<file path="src/rtl/ysyx_22050598_pipe_ctrl.sv">
// ysyx_22050598_pipe_ctrl: hazard/pipeline stall-flush controller; optional perf counters under YSYX_22050598_HAZ_PERF_EN
module ysyx_22050598_pipe_ctrl #(
  parameter int FENCEI_CYCLES = 4,
  parameter int CNT_W         = 3
) (
  input  logic       clk,
  input  logic       rst,
  input  logic [4:0] id_rs1_idx,
  input  logic [4:0] id_rs2_idx,
  input  logic       id_rs1_ren,
  input  logic       id_rs2_ren,
  input  logic [4:0] ex_rd_idx,
  input  logic       ex_w_reg_en,
  input  logic       ex_ls_req,
  input  logic       ex_is_store,
  input  logic       ex_redirect,
  input  logic       ex_muldiv_start,
  input  logic       muldiv_done,
  input  logic       mem_busy,
  input  logic       ex_is_fencei,
  output logic       pc_stall,
  output logic       if_id_stall,
  output logic       if_id_flush,
  output logic       id_ex_stall,
  output logic       id_ex_flush,
  output logic       ex_mem_stall,
  output logic       ex_mem_flush,
  output logic       fencei_redirect
`ifdef YSYX_22050598_HAZ_PERF_EN
  ,
  output logic [31:0] perf_stall_cnt,
  output logic [31:0] perf_flush_cnt
`endif
);
  localparam logic [1:0] IDLE         = 2'd0;
  localparam logic [1:0] MULDIV_WAIT  = 2'd1;
  localparam logic [1:0] FENCEI_DRAIN = 2'd2;
  logic [1:0]       state, nxt_state;
  logic [CNT_W-1:0] cnt, nxt_cnt;
  logic             hazard;
  assign hazard = ex_ls_req & ~ex_is_store & ex_w_reg_en & (ex_rd_idx != 5'd0) &
                  ((id_rs1_ren & (id_rs1_idx == ex_rd_idx)) | (id_rs2_ren & (id_rs2_idx == ex_rd_idx)));
  always_comb begin
    {pc_stall, if_id_stall, if_id_flush, id_ex_stall, id_ex_flush, ex_mem_stall, ex_mem_flush, fencei_redirect} = '0;
    nxt_state = state;
    nxt_cnt   = cnt;
    if (rst) begin
      nxt_state = IDLE;
      nxt_cnt   = '0;
    end else if (mem_busy) begin
      {pc_stall, if_id_stall, id_ex_stall, ex_mem_stall} = 4'hf;
    end else if (state == MULDIV_WAIT) begin
      if (muldiv_done) nxt_state = IDLE;
      else {pc_stall, if_id_stall, id_ex_stall, ex_mem_flush} = 4'hf;
    end else if (state == FENCEI_DRAIN) begin
      {pc_stall, if_id_flush, id_ex_flush} = 3'b111;
      fencei_redirect = (cnt == '0);
      nxt_state = (cnt == '0) ? IDLE : FENCEI_DRAIN;
      nxt_cnt   = (cnt == '0) ? cnt : cnt - CNT_W'(1);
    end else if (ex_redirect) begin
      {if_id_flush, id_ex_flush} = 2'b11;
    end else if (ex_is_fencei) begin
      {pc_stall, if_id_flush} = 2'b11;
      nxt_state = FENCEI_DRAIN;
      nxt_cnt   = CNT_W'(FENCEI_CYCLES - 1);
    end else if (ex_muldiv_start) begin
      if (!muldiv_done) begin
        {pc_stall, if_id_stall, id_ex_stall, ex_mem_flush} = 4'hf;
        nxt_state = MULDIV_WAIT;
      end
    end else if (hazard) begin
      {pc_stall, if_id_stall, id_ex_flush} = 3'b111;
    end
  end
  always_ff @(posedge clk) begin
    state <= nxt_state;
    cnt   <= nxt_cnt;
  end
`ifdef YSYX_22050598_HAZ_PERF_EN
  always_ff @(posedge clk) begin
    if (rst) begin
      perf_stall_cnt <= '0;
      perf_flush_cnt <= '0;
    end else begin
      perf_stall_cnt <= perf_stall_cnt + {31'd0, pc_stall};
      perf_flush_cnt <= perf_flush_cnt + {31'd0, id_ex_flush};
    end
  end
`endif
endmodule

</file>
<file path="config.mk">
export PLATFORM = sky130hd
export DESIGN_NAME = ysyx_22050598_pipe_ctrl
export DESIGN_NICKNAME = d
export VERILOG_FILES = /design/src/rtl/ysyx_22050598_pipe_ctrl.sv
export SDC_FILE = /design/constraint.sdc
export NUM_CORES = 1
export LEC_CHECK = 0
export ABC_AREA = 1
export CAP_MARGIN = 20
export CELL_PAD_IN_SITES_DETAIL_PLACEMENT = 0
export CELL_PAD_IN_SITES_GLOBAL_PLACEMENT = 1
export CORE_MARGIN = 2
export CORE_UTILIZATION = 25
export CTS_CLUSTER_SIZE = 16
export DETAILED_ROUTE_END_ITERATION = 6
export HOLD_SLACK_MARGIN = 0.05
export PLACE_DENSITY = 0.92
export SETUP_SLACK_MARGIN = 0.15
export SYNTH_ARGS = -nofsm -noshare
export SYNTH_HDL_FRONTEND = slang
export SYNTH_SLANG_ARGS = --single-unit
</file>
<file path="constraint.sdc">
create_clock -name clk -period 4.1 [get_ports clk]
set_clock_uncertainty 0.2 [all_clocks]
set_input_delay 0.82 -clock clk [delete_from_list [all_inputs] [get_ports clk]]
set_output_delay 0.82 -clock clk [all_outputs]
set_load 0.03 [all_outputs]
</file>
After elaboration in Yosys (flattened, before gate mapping)
Index checks and enable logic that the tools add are counted.
{"block": "op_classes", "n_addsub": 1, "n_eq_ne": 9, "mux": 55, "bitwise_logic": 10, "n_reduce_logical": 6}
{"operator": "1-bit 2-to-1 mux", "n": 43}
{"operator": "2-bit 2-to-1 mux", "n": 8}
{"operator": "3-bit 2-to-1 mux", "n": 4}
{"operator": "5-bit equality test", "n": 2}
{"operator": "5-bit AND reduction", "n": 2}
{"operator": "1-bit AND", "n": 6}
{"operator": "5-bit nonzero test", "n": 1}
{"operator": "2-bit inequality test, second input constant", "n": 2}
{"operator": "4-bit by 1-bit inequality test with 1-bit output, second input constant", "n": 1}
{"operator": "4-bit nonzero test", "n": 1}
{"operator": "3-bit logical NOT", "n": 1}
{"operator": "3-bit by 1-bit inequality test with 1-bit output, second input constant", "n": 1}
{"operator": "1-bit NOT", "n": 3}
{"operator": "3-bit by 1-bit subtractor with 3-bit output, second input constant", "n": 1}
{"operator": "2-bit by 1-bit equality test with 1-bit output, second input constant", "n": 1}
{"operator": "2-bit equality test, second input constant", "n": 1}
{"operator": "2-bit by 1-bit inequality test with 1-bit output, second input constant", "n": 1}
{"operator": "2-bit nonzero test", "n": 1}
{"operator": "1-bit OR", "n": 1}
{"block": "word_totals", "reg_bits": 5, "input_bits": 27, "out_inout_bits": 8, "elab_cells": 83}

Longest topological paths before layout
Gate-level depths: netlist of run 1.
{"block": "depth", "depth_word": 13, "ltp_mapped": 10, "ltp_nobuf": 10}

Least setup slack after synthesis of run 1
Ideal clock, no wire load.
{"block": "synth_timing", "path_type": "input to output", "startpoint": "input port ex_rd_idx[3]", "endpoint": "output port if_id_stall", "arrival_ns": 1.835, "t_required_ns": 3.080, "path_slack_ns": 1.245, "path_stages": 10, "n_path_buf": 0, "cell_sequence": "inv_1 > nand2_1 > nand2_1 > nor2_1 > nand3_1 > nand2_1 > nand2_1 > nand2_1 > nand3_1 > a21oi_1"}
{"block": "synth_between", "elab_chain_len": 12, "elab_cells_between_ends": 16, "classes_between": "eq/ne (2); mux (8); bitwise (5); reduce/logical (1)"}
{"element": "start: declaration", "line": "12", "text": "input logic [4:0] ex_rd_idx,"}
{"element": "5-bit equality test", "line": "42", "text": "((id_rs1_ren & (id_rs1_idx == ex_rd_idx)) | (id_rs2_ren & (id_rs2_idx == ex_rd_idx)));"}
{"element": "1-bit AND", "line": "42"}
{"element": "1-bit OR", "line": "42"}
{"element": "1-bit AND (*)", "line": "41", "text": "assign hazard = ex_ls_req & ~ex_is_store & ex_w_reg_en & (ex_rd_idx != 5'd0) &"}
{"element": "1-bit 2-to-1 mux (*)", "line": "71", "text": "end else if (hazard) begin"}
{"element": "1-bit 2-to-1 mux (*)", "line": "66", "text": "end else if (ex_muldiv_start) begin"}
{"element": "1-bit 2-to-1 mux (*)", "line": "62", "text": "end else if (ex_is_fencei) begin"}
{"element": "1-bit 2-to-1 mux (*)", "line": "60", "text": "end else if (ex_redirect) begin"}
{"element": "1-bit 2-to-1 mux (*)", "line": "55", "text": "end else if (state == FENCEI_DRAIN) begin"}
{"element": "1-bit 2-to-1 mux (*)", "line": "52", "text": "end else if (state == MULDIV_WAIT) begin"}
{"element": "1-bit 2-to-1 mux (*)", "line": "50", "text": "end else if (mem_busy) begin"}
{"element": "1-bit 2-to-1 mux (*)", "line": "47", "text": "if (rst) begin"}
{"element": "end: declaration", "line": "22", "text": "output logic if_id_stall,"}
Every way passes the cells marked *; elsewhere a longest branch is shown, timed or not.

Worst setup path after layout of run 1
{"block": "layout_timing", "startpoint": "input port ex_rd_idx[0]", "endpoint": "output port id_ex_flush"}
{"block": "layout_between", "elab_chain_len": 12, "elab_cells_between_ends": 16, "classes_between": "eq/ne (2); mux (8); bitwise (5); reduce/logical (1)"}
{"element": "5-bit equality test", "line": "42"}
{"element": "1-bit AND", "line": "42"}
{"element": "1-bit OR", "line": "42"}
{"element": "1-bit AND (*)", "line": "41"}
{"element": "1-bit 2-to-1 mux (*)", "line": "71"}
{"element": "1-bit 2-to-1 mux (*)", "line": "66"}
{"element": "1-bit 2-to-1 mux (*)", "line": "62"}
{"element": "1-bit 2-to-1 mux (*)", "line": "60"}
{"element": "1-bit 2-to-1 mux (*)", "line": "55"}
{"element": "1-bit 2-to-1 mux (*)", "line": "52"}
{"element": "1-bit 2-to-1 mux (*)", "line": "50"}
{"element": "1-bit 2-to-1 mux (*)", "line": "47"}
{"element": "end: declaration", "line": "25", "text": "output logic id_ex_flush,"}
Marked as above.

==> flow_summary.ini, run 1 <==
[global_route]
grt_pass1_wl_um = 3020
antenna_found_initial = 0
grt_usage = 0.120
grt_pass1_vias = 773
grt_max_degree = 11
overflow = 0

[clock_tree]
cts_resized = 0
cts_sinks = 5
clock_latency_ns = 0.25
cts_setup_buffers = 0
cts_tree = yes
clockBufferDepth = 2
cts_root_buf = clkbuf_4
cts_buffers = 3
cts_htree_levels = 1
clk_pin_slew_ns = 0.04
ctsHoldBuffers = 0

[pwr]
powerDensity_nw_per_um2 = 216
vdd_drop_max_v = 0.000226
p_leak_nw = 0.579

[logic_synthesis]
synthXorXnorAreaFrac = 0
synthAdderAreaFrac = 0.0758
avgSynthCellArea_um2 = 5.16
ys_ff_latch = 5
synthMuxAreaShare = 0
synth_compound_area_frac = 0.102
syn-num-nets = 159
synthSimpleGateAreaFrac = 0.483
syn-cell-area_um2 = 661
ys.warnings.count = 0
ys_seq_area_frac = 0.152
synth_top_family_by_area = simple AND/OR/NAND/NOR gates
synth.distinct_cells = 17
netlist_instances = 128

[routing]
ant_nets = 0
drt_iter0_drc = 16
viasPerCell = 4.39
vias = 860
post_drt_wl_per_cell_um = 9.23
wl_um = 1810
drcViolationCount = 0
drt-pass1-iter-count = 4

[placement]
place.gp.congestion = 0.851
placement.io_buffers = 34
place_area_um2 = 1040
dp_hpwl_um = 1510

[sta]
fin_crit_ns = 3.73
fin_setup_tns_ns = 0
period_share = 0.910
clock.fmax_mhz = 268
setup_viol = 0
worstMarginPinSlew_ns = 0.323
finalHoldViolCount = 0
rsz0062_at_grt = no
slew_viol_final = 0
slew_headroom = 0.784

[floorplan]
die_x_um = 55.4
rows = 18
die_h_um = 55.4
core_um2 = 2500
num_io_pins = 35
start_util = 0.264
die_area_um2 = 3070

[critical_path]
worstReg2RegStart = state[0]
worstSetupPathType = primary input to output port
reg2regPathDepth = 9
slowest_stage = clkdlybuf4s50_1
cp_top_family = buffers and inverters
cp_cell_sequence = clkdlybuf4s50_1 -> inv_1 -> nand2_1 -> nand2_1 -> nor2_1 -> nand3_1 -> nand2_1 -> nand3_1 -> a31oi_1 -> clkdlybuf4s50_1
critPathMaxFanout = 5
critPathCaptureType = output port
cp_common_cell = nand2_1
cp_data_arrival_time_ns = 2.71
rrSetupSlack_ns = 2.43
rr_endpoint = cnt[1]
crit_buf_inv = 3
critPathLaunchType = primary input
required_ns = 3.08
max_stage_delay_ns = 0.69

[final_layout]
antenna_cells = 0
post-route-util = 0.429
fillers = 266
syn_to_final_growth_pct = 62.5
design_area_um2 = 1070
layout-drive-gt1-share = 0.0602
layout.nets = 198

[hold_path]
hold_end = state[0]
hp-start = state[0]
min_path_cells = 2
hp-class = flop to flop

[run_status]
status = completed

[job]
maxCapViolCount = 0
area by class of cell:
cell class	count	area (um2)	area share
Tap cell	30	37.5	0.0350
Multi-Input combinational cell	90	437	0.407
Timing Repair Buffer	35	353	0.329
Clock buffer	4	26.3	0.0245
Inverter	32	120	0.112
Sequential cell	5	100	0.0932
cell usage after synthesis, drive strengths merged:
master,n,area share
a211oi,3,0.034
a21oi,6,0.045
a311oi,1,0.013
a31oi,1,0.0095
clkbuf,1,0.0057
dfxtp,5,0.15
ha,4,0.076
inv,32,0.18
nand2,35,0.21
nand3,9,0.076
nand4,2,0.019
nor2,24,0.14
nor3,5,0.038
through the flow:
stage                     power, mW  instances  worst slack [ns]  hold WS [ns]
after CTS                     0.234        196             0.210         0.296
final                         0.231        196             0.368         0.295
after detailed placement      0.173        192             0.230         0.294
after floorplan               0.123        128              1.25         0.261
after global routing          0.251        196             0.176         0.321
after global placement        0.171        192             0.292         0.277
sequential cells by signal (all words and copies together) (netlist names):
register	flops
cnt	3
state	2
placed cells by master, fill, tap and decap left out:
cell,instances
a311oi_1,1
nand3_2,1
a31oi_1,1
a21oi_1,6
dlymetal6s2s_1,2
a211oi_1,3
nand2_4,1
nor2_1,23
ha_1,4
nand4_1,2
clkbuf_4,3
clkdlybuf4s50_1,32
buf_4,1
nand3_1,8
dfxtp_1,5
nor2_2,1
clkbuf_1,1
nor3_1,5
inv_1,29
inv_2,3
nand2_1,34
worst max-delay path by stage:
stage                              to  cells past startpoint         start
after detailed placement  if_id_stall                     12  ex_rd_idx[0]
final                     id_ex_flush                     10  ex_rd_idx[0]
after global routing      id_ex_flush                     10  ex_rd_idx[0]
after floorplan           if_id_stall                     10  ex_rd_idx[3]
after global placement    if_id_stall                     12  ex_rd_idx[0]
after CTS                 if_id_stall                     12  ex_rd_idx[0]
worst register-to-register path, delay by kind of cell, from the launching register on:
family	cells	cell delay, ns
flip-flops	1	0.34
AO/OA/AOI/OAI	1	0.23
AND/OR/NAND/NOR	3	0.32
buffers and inverters	4	0.22
adder cells (fa/ha/maj)	1	0.28
layer usage:
layer	GRT usage	vias to the layer above	share of wire
li1	-	467	-
met1	0.134	357	0.44
met2	0.201	32	0.48
met3	0.0492	4	0.065
met4	0.0523	0	0.017
met5	0	-	0
where the power goes:
part	internal, mW	switching (mW)
registers	0.0541	0.00277
clock network	0.0370	0.0231
logic	0.0539	0.0605
total	0.145	0.0864
cells by family after synthesis:
family | count (synthesis)
flops | 5
fa+ha+maj | 4
compound gates | 11
buf+inv | 33
simple gates | 75
Note: power is estimated with default switching activity, not from simulation.
==> run 2: changes to the inputs <==
Settings changed: CELL_PAD_IN_SITES_DETAIL_PLACEMENT 0 to default, CELL_PAD_IN_SITES_GLOBAL_PLACEMENT 1 to default, CORE_UTILIZATION 25 to 41, CTS_CLUSTER_DIAMETER from default to 200, CTS_CLUSTER_SIZE 16 to 40, PLACE_DENSITY 0.92 to 0.93.
==> run 2 against run 1 <==
Against the previous run:
- fmax grew 0.41%
- highest routed layer unchanged
- hold slack lost 0.0014 ns
- register-to-register slack lost 0.02 ns
- sequential share of layout area grew 0.22 points
- via count grew 2.4%
- combinational power is essentially flat
- sequential power is essentially flat
- largest power group unchanged
- sequential cell count is the same
- clock power shrank 8.5%
- setup slack gained 0.015 ns
==> flow_summary.ini, run 2 (synthesis results as in run 1) <==
[sta]
fin_setup_tns_ns = 0
worstMarginPinSlew_ns = 0.392
setup_ws_ns = 0.383
fin_crit_ns = 3.72
finalHoldViolCount = 0
rsz0062_at_grt = no
setup_viol = 0
clock.fmax_mhz = 269
period_share = 0.907
slew_viol_final = 0
slew_headroom = 0.738

[critical_path]
cp_common_cell = nand2_1
critPathCaptureType = output port
slowest_stage = clkdlybuf4s50_1
required_ns = 3.08
max_stage_delay_ns = 0.70
cp_data_arrival_time_ns = 2.70
worstSetupPathType = primary input to output port
cp_top_family = buffers and inverters
critPathMaxFanout = 3
cp_cell_sequence = clkdlybuf4s50_1 -> inv_1 -> nand2_1 -> nand2_1 -> nor2_1 -> nand3_1 -> nand2_1 -> nand3_1 -> a31oi_1 -> clkdlybuf4s50_1
critPathLaunchType = primary input
crit_buf_inv = 3

[job]
maxCapViolCount = 0

[floorplan]
die_h_um = 44.1
rows = 14
core_um2 = 1510
die_area_um2 = 1950
start_util = 0.439
num_io_pins = 35
die_x_um = 44.1

[final_layout]
fillers = 139
final_common_cell = nand2_1
design_area_um2 = 1050
antenna_cells = 0
final_cell_mix = nand2_1 (34), clkdlybuf4s50_1 (32), inv_1 (29), nor2_1 (23), nand3_1 (8)
syn_to_final_growth_pct = 58.7
layout-drive-gt1-share = 0.0545
largest_reg_flops = 3
reg_top3 = cnt: 3 flops, state: 2 flops
layout.nets = 197
largest-register = cnt
post-route-util = 0.696

[global_route]
overflow = 0
antenna_found_initial = 0
grt_pass1_vias = 789
grt_max_degree = 12
grt_usage = 0.213
grt_pass1_wl_um = 3140

[placement]
place.gp.congestion = 0.781
placement.io_buffers = 34
dp_hpwl_um = 1640
place_area_um2 = 1020
place_worst_setup_slack_ns = 0.266

[clock_tree]
clk_pin_slew_ns = 0.04
clock_latency_ns = 0.24
cts_tree = yes
ctsHoldBuffers = 0
cts_buffers = 3
cts_sinks = 5
cts_root_buf = clkbuf_4
clockBufferDepth = 2
cts_htree_levels = 1
cts_setup_buffers = 0

[pwr]
vdd_drop_max_v = 0.000229
powerDensity_nw_per_um2 = 217
total_power_mw = 0.228
p_leak_nw = 0.574

[routing]
drt_iter0_drc = 32
viasPerCell = 4.87
ant_nets = 0
post_drt_wl_per_cell_um = 10.3
wirelength_met1_um = 777
drt-pass1-iter-count = 4
wl_um = 1870
drcViolationCount = 0
highest_layer = met4
vias = 881
wl_met2_um = 996
wl_met3_um = 77

[hold_path]
hp-class = flop to flop

[run_status]
status = completed
[run 2: changes by cell type in the layout (fill, tap and decap cells not counted)]
cell and delta:
buf_4 -1
[run 2: final timing paths]
| kind | startpoint | end | slack (ns) | cells after the start |
|---|---|---|---|---|
| min reg2reg | cnt[1] | cnt[1] | 0.29 | 2 |
| max reg2reg | state[1] | state[0] | 2.41 | 7 |
| max | ex_rd_idx[4] | id_ex_flush | 0.38 | 10 |
| min | cnt[1] | cnt[1] | 0.29 | 2 |
[run 2: worst reg2reg max path, cell delays in order, from the launching register on]
cell,delay [ns]
dfxtp_1,0.32
inv_1,0.06
ha_1,0.23
inv_1,0.13
nor2_1,0.07
nor2_1,0.18
nand3_1,0.18
a211oi_1,0.24
[run 2: area by class of cell]
cell class                 instances  area (um2)  area share
multi-input combinational         90         437       0.416
timing repair buffer              34         345       0.329
inverter                          32         120       0.115
sequential                         5         100      0.0955
clock buffer                       4        26.3      0.0251
tap                               16        20.0      0.0191
[run 2: metal layers]
| layer | GRT usage | vias to the layer above |
|---|---|---|
| li1 | - | 467 |
| met1 | 0.261 | 391 |
| met2 | 0.371 | 21 |
| met3 | 0.0286 | 2 |
| met4 | 0.0909 | 0 |
| met5 | 0 | - |
[run 2: stage by stage]
stage | hold slack, ns | cells
floorplan | 0.261 | 128
global placement | 0.275 | 177
detailed placement | 0.289 | 177
CTS | 0.293 | 181
global route | 0.339 | 181
finish | 0.293 | 181
[run 2: power breakdown]
group	switching, mW	internal, mW
sequential	0.00263	0.0541
combinational	0.0626	0.0537
clock	0.0183	0.0367
[run 2: repair_timing]
| action | in CTS | in global routing |
|---|---|---|
| endpoints found under the setup margin | 0 | 2 |
| endpoints found under the hold margin | 0 | 0 |
| resized for setup | 0 | 2 |
==> run 3: changes to the inputs <==
Settings changed: PLACE_DENSITY 0.93 to 0.8.
==> run 3 against run 2 <==
Against the previous run:
- sequential power about the same
- largest power group unchanged
- register-to-register slack improved by 0.02 ns
- sequential cell count unchanged
- sequential share of layout area decreased by 0.068 points
- critical path type unchanged
==> flow_summary.ini, run 3 (synthesis results as in run 1) <==
[run_status]
status = completed

[routing]
wl_um = 1740
vias = 828
viasPerCell = 4.55
drt-pass1-iter-count = 4
drt_iter0_drc = 19
ant_nets = 0
post_drt_wl_per_cell_um = 9.53
drcViolationCount = 0

[clock_tree]
clk_pin_slew_ns = 0.04
cts_sinks = 5
cts_buffers = 3
cts_tree = yes
cts_root_buf = clkbuf_4
cts_setup_buffers = 0
clock_latency_ns = 0.24
cts_htree_levels = 1
clockBufferDepth = 2

[pwr]
pwr-share-clk = 0.246
powerDensity_nw_per_um2 = 216
p_leak_nw = 0.579
vdd_drop_max_v = 0.000191
switching_share = 0.366
pwr-share-seq = 0.248
power.switching_mw = 0.0837
total_power_mw = 0.229
p_int_mw = 0.145
pwr-share-comb = 0.506

[critical_path]
reg2regPathDepth = 7
cp_data_arrival_time_ns = 2.75
rrSetupSlack_ns = 2.43
worstReg2RegStart = state[1]
critPathCaptureType = output port
required_ns = 3.08
rr_endpoint = state[1]
critPathLaunchType = primary input
worstSetupPathType = primary input to output port
critPathMaxFanout = 4

[final_layout]
largest-register = cnt
final_cell_mix = nand2_1 (34), clkdlybuf4s50_1 (32), inv_1 (29), nor2_1 (23), nand3_1 (8)
antenna_cells = 0
layout.nets = 198
syn_to_final_growth_pct = 59.8
final_common_cell = nand2_1
largest_reg_flops = 3
layout-drive-gt1-share = 0.0602
fillers = 130
reg_top3 = cnt: 3 flops, state: 2 flops
design_area_um2 = 1060

[floorplan]
num_io_pins = 35
rows = 14
die_h_um = 44.1
die_area_um2 = 1950
die_x_um = 44.1
start_util = 0.439
core_um2 = 1510

[hold_path]
hold_end = state[1]
hp-start = state[1]
min_path_cells = 2
hp-class = flop to flop

[job]
maxCapViolCount = 0

[sta]
setup_viol = 0
slew_viol_final = 0
finalHoldViolCount = 0
rsz0062_at_grt = no
worstMarginPinSlew_ns = 0.319
clock.fmax_mhz = 265
fin_crit_ns = 3.77
slew_headroom = 0.787
period_share = 0.920
fin_setup_tns_ns = 0

[global_route]
grt_pass1_vias = 747
grt_usage = 0.195
grt_max_degree = 11
overflow = 0
antenna_found_initial = 0
grt_pass1_wl_um = 2900

[placement]
place_area_um2 = 1020
place.gp.congestion = 0.867
placement.io_buffers = 34
dp_hpwl_um = 1480
-- run 3: power by group through the flow --
| stage | clock, mW | combinational, mW | sequential, mW |
|---|---|---|---|
| 2_1_floorplan | 0 | 0.0664 | 0.0569 |
| 3_3_place_gp | 0 | 0.114 | 0.0571 |
| 3_5_place_dp | 0 | 0.116 | 0.0575 |
| 4_1_cts | 0.0585 | 0.117 | 0.0567 |
| 5_1_grt | 0.0625 | 0.129 | 0.0570 |
| 6_report | 0.0562 | 0.116 | 0.0567 |
-- run 3: repair_timing --
item | in CTS | in global routing
endpoints found under the setup margin | 0 | 2
gates resized for setup | 0 | 2
hold buffers | 0 | 0
-- run 3: metrics by stage --
step | setup slack (ns) | utilization | std cells | hold WS (ns)
after floorplan | 1.25 | - | 128 | 0.261
after global placement | 0.282 | 0.680 | 178 | 0.278
after detailed placement | 0.240 | 0.680 | 178 | 0.301
after CTS | 0.235 | 0.698 | 182 | 0.306
after global routing | 0.200 | 0.701 | 182 | 0.334
final | 0.329 | 0.701 | 182 | 0.300
-- run 3: routing by layer --
| metal | vias up | part of all wire | GRT usage |
|---|---|---|---|
| met4 | 0 | 0.014 | 0.0909 |
| met3 | 2 | 0.042 | 0.0245 |
| met5 | - | 0 | 0 |
| li1 | 468 | - | - |
| met1 | 342 | 0.46 | 0.240 |
| met2 | 16 | 0.48 | 0.335 |
-- run 3: critical path, cell delays in order --
cell and delay, ns:
clkdlybuf4s50_1 0.54, inv_1 0.08, nand2_1 0.07, nand2_1 0.05, nor2_1 0.11, nand3_1 0.08, nand2_1 0.08, nand3_1 0.06
a31oi_1 0.15, clkdlybuf4s50_1 0.70
-- run 3: layout make-up --
class                      instances  area [um2]  area share
inverter                          32         120       0.114
tap                               16        20.0      0.0190
timing repair buffer              35         353       0.334
sequential                         5         100      0.0948
multi-input combinational         90         437       0.414
clock buffer                       4        26.3      0.0249
-- run 3: how the worst max path moves through the flow --
stage	from	end	cells past startpoint
detailed placement	ex_rd_idx[1]	if_id_stall	12
global route	ex_rd_idx[1]	id_ex_flush	10
CTS	ex_rd_idx[1]	if_id_stall	12
floorplan	ex_rd_idx[3]	if_id_stall	10
global placement	ex_rd_idx[1]	if_id_stall	12
finish	ex_rd_idx[1]	id_ex_flush	10
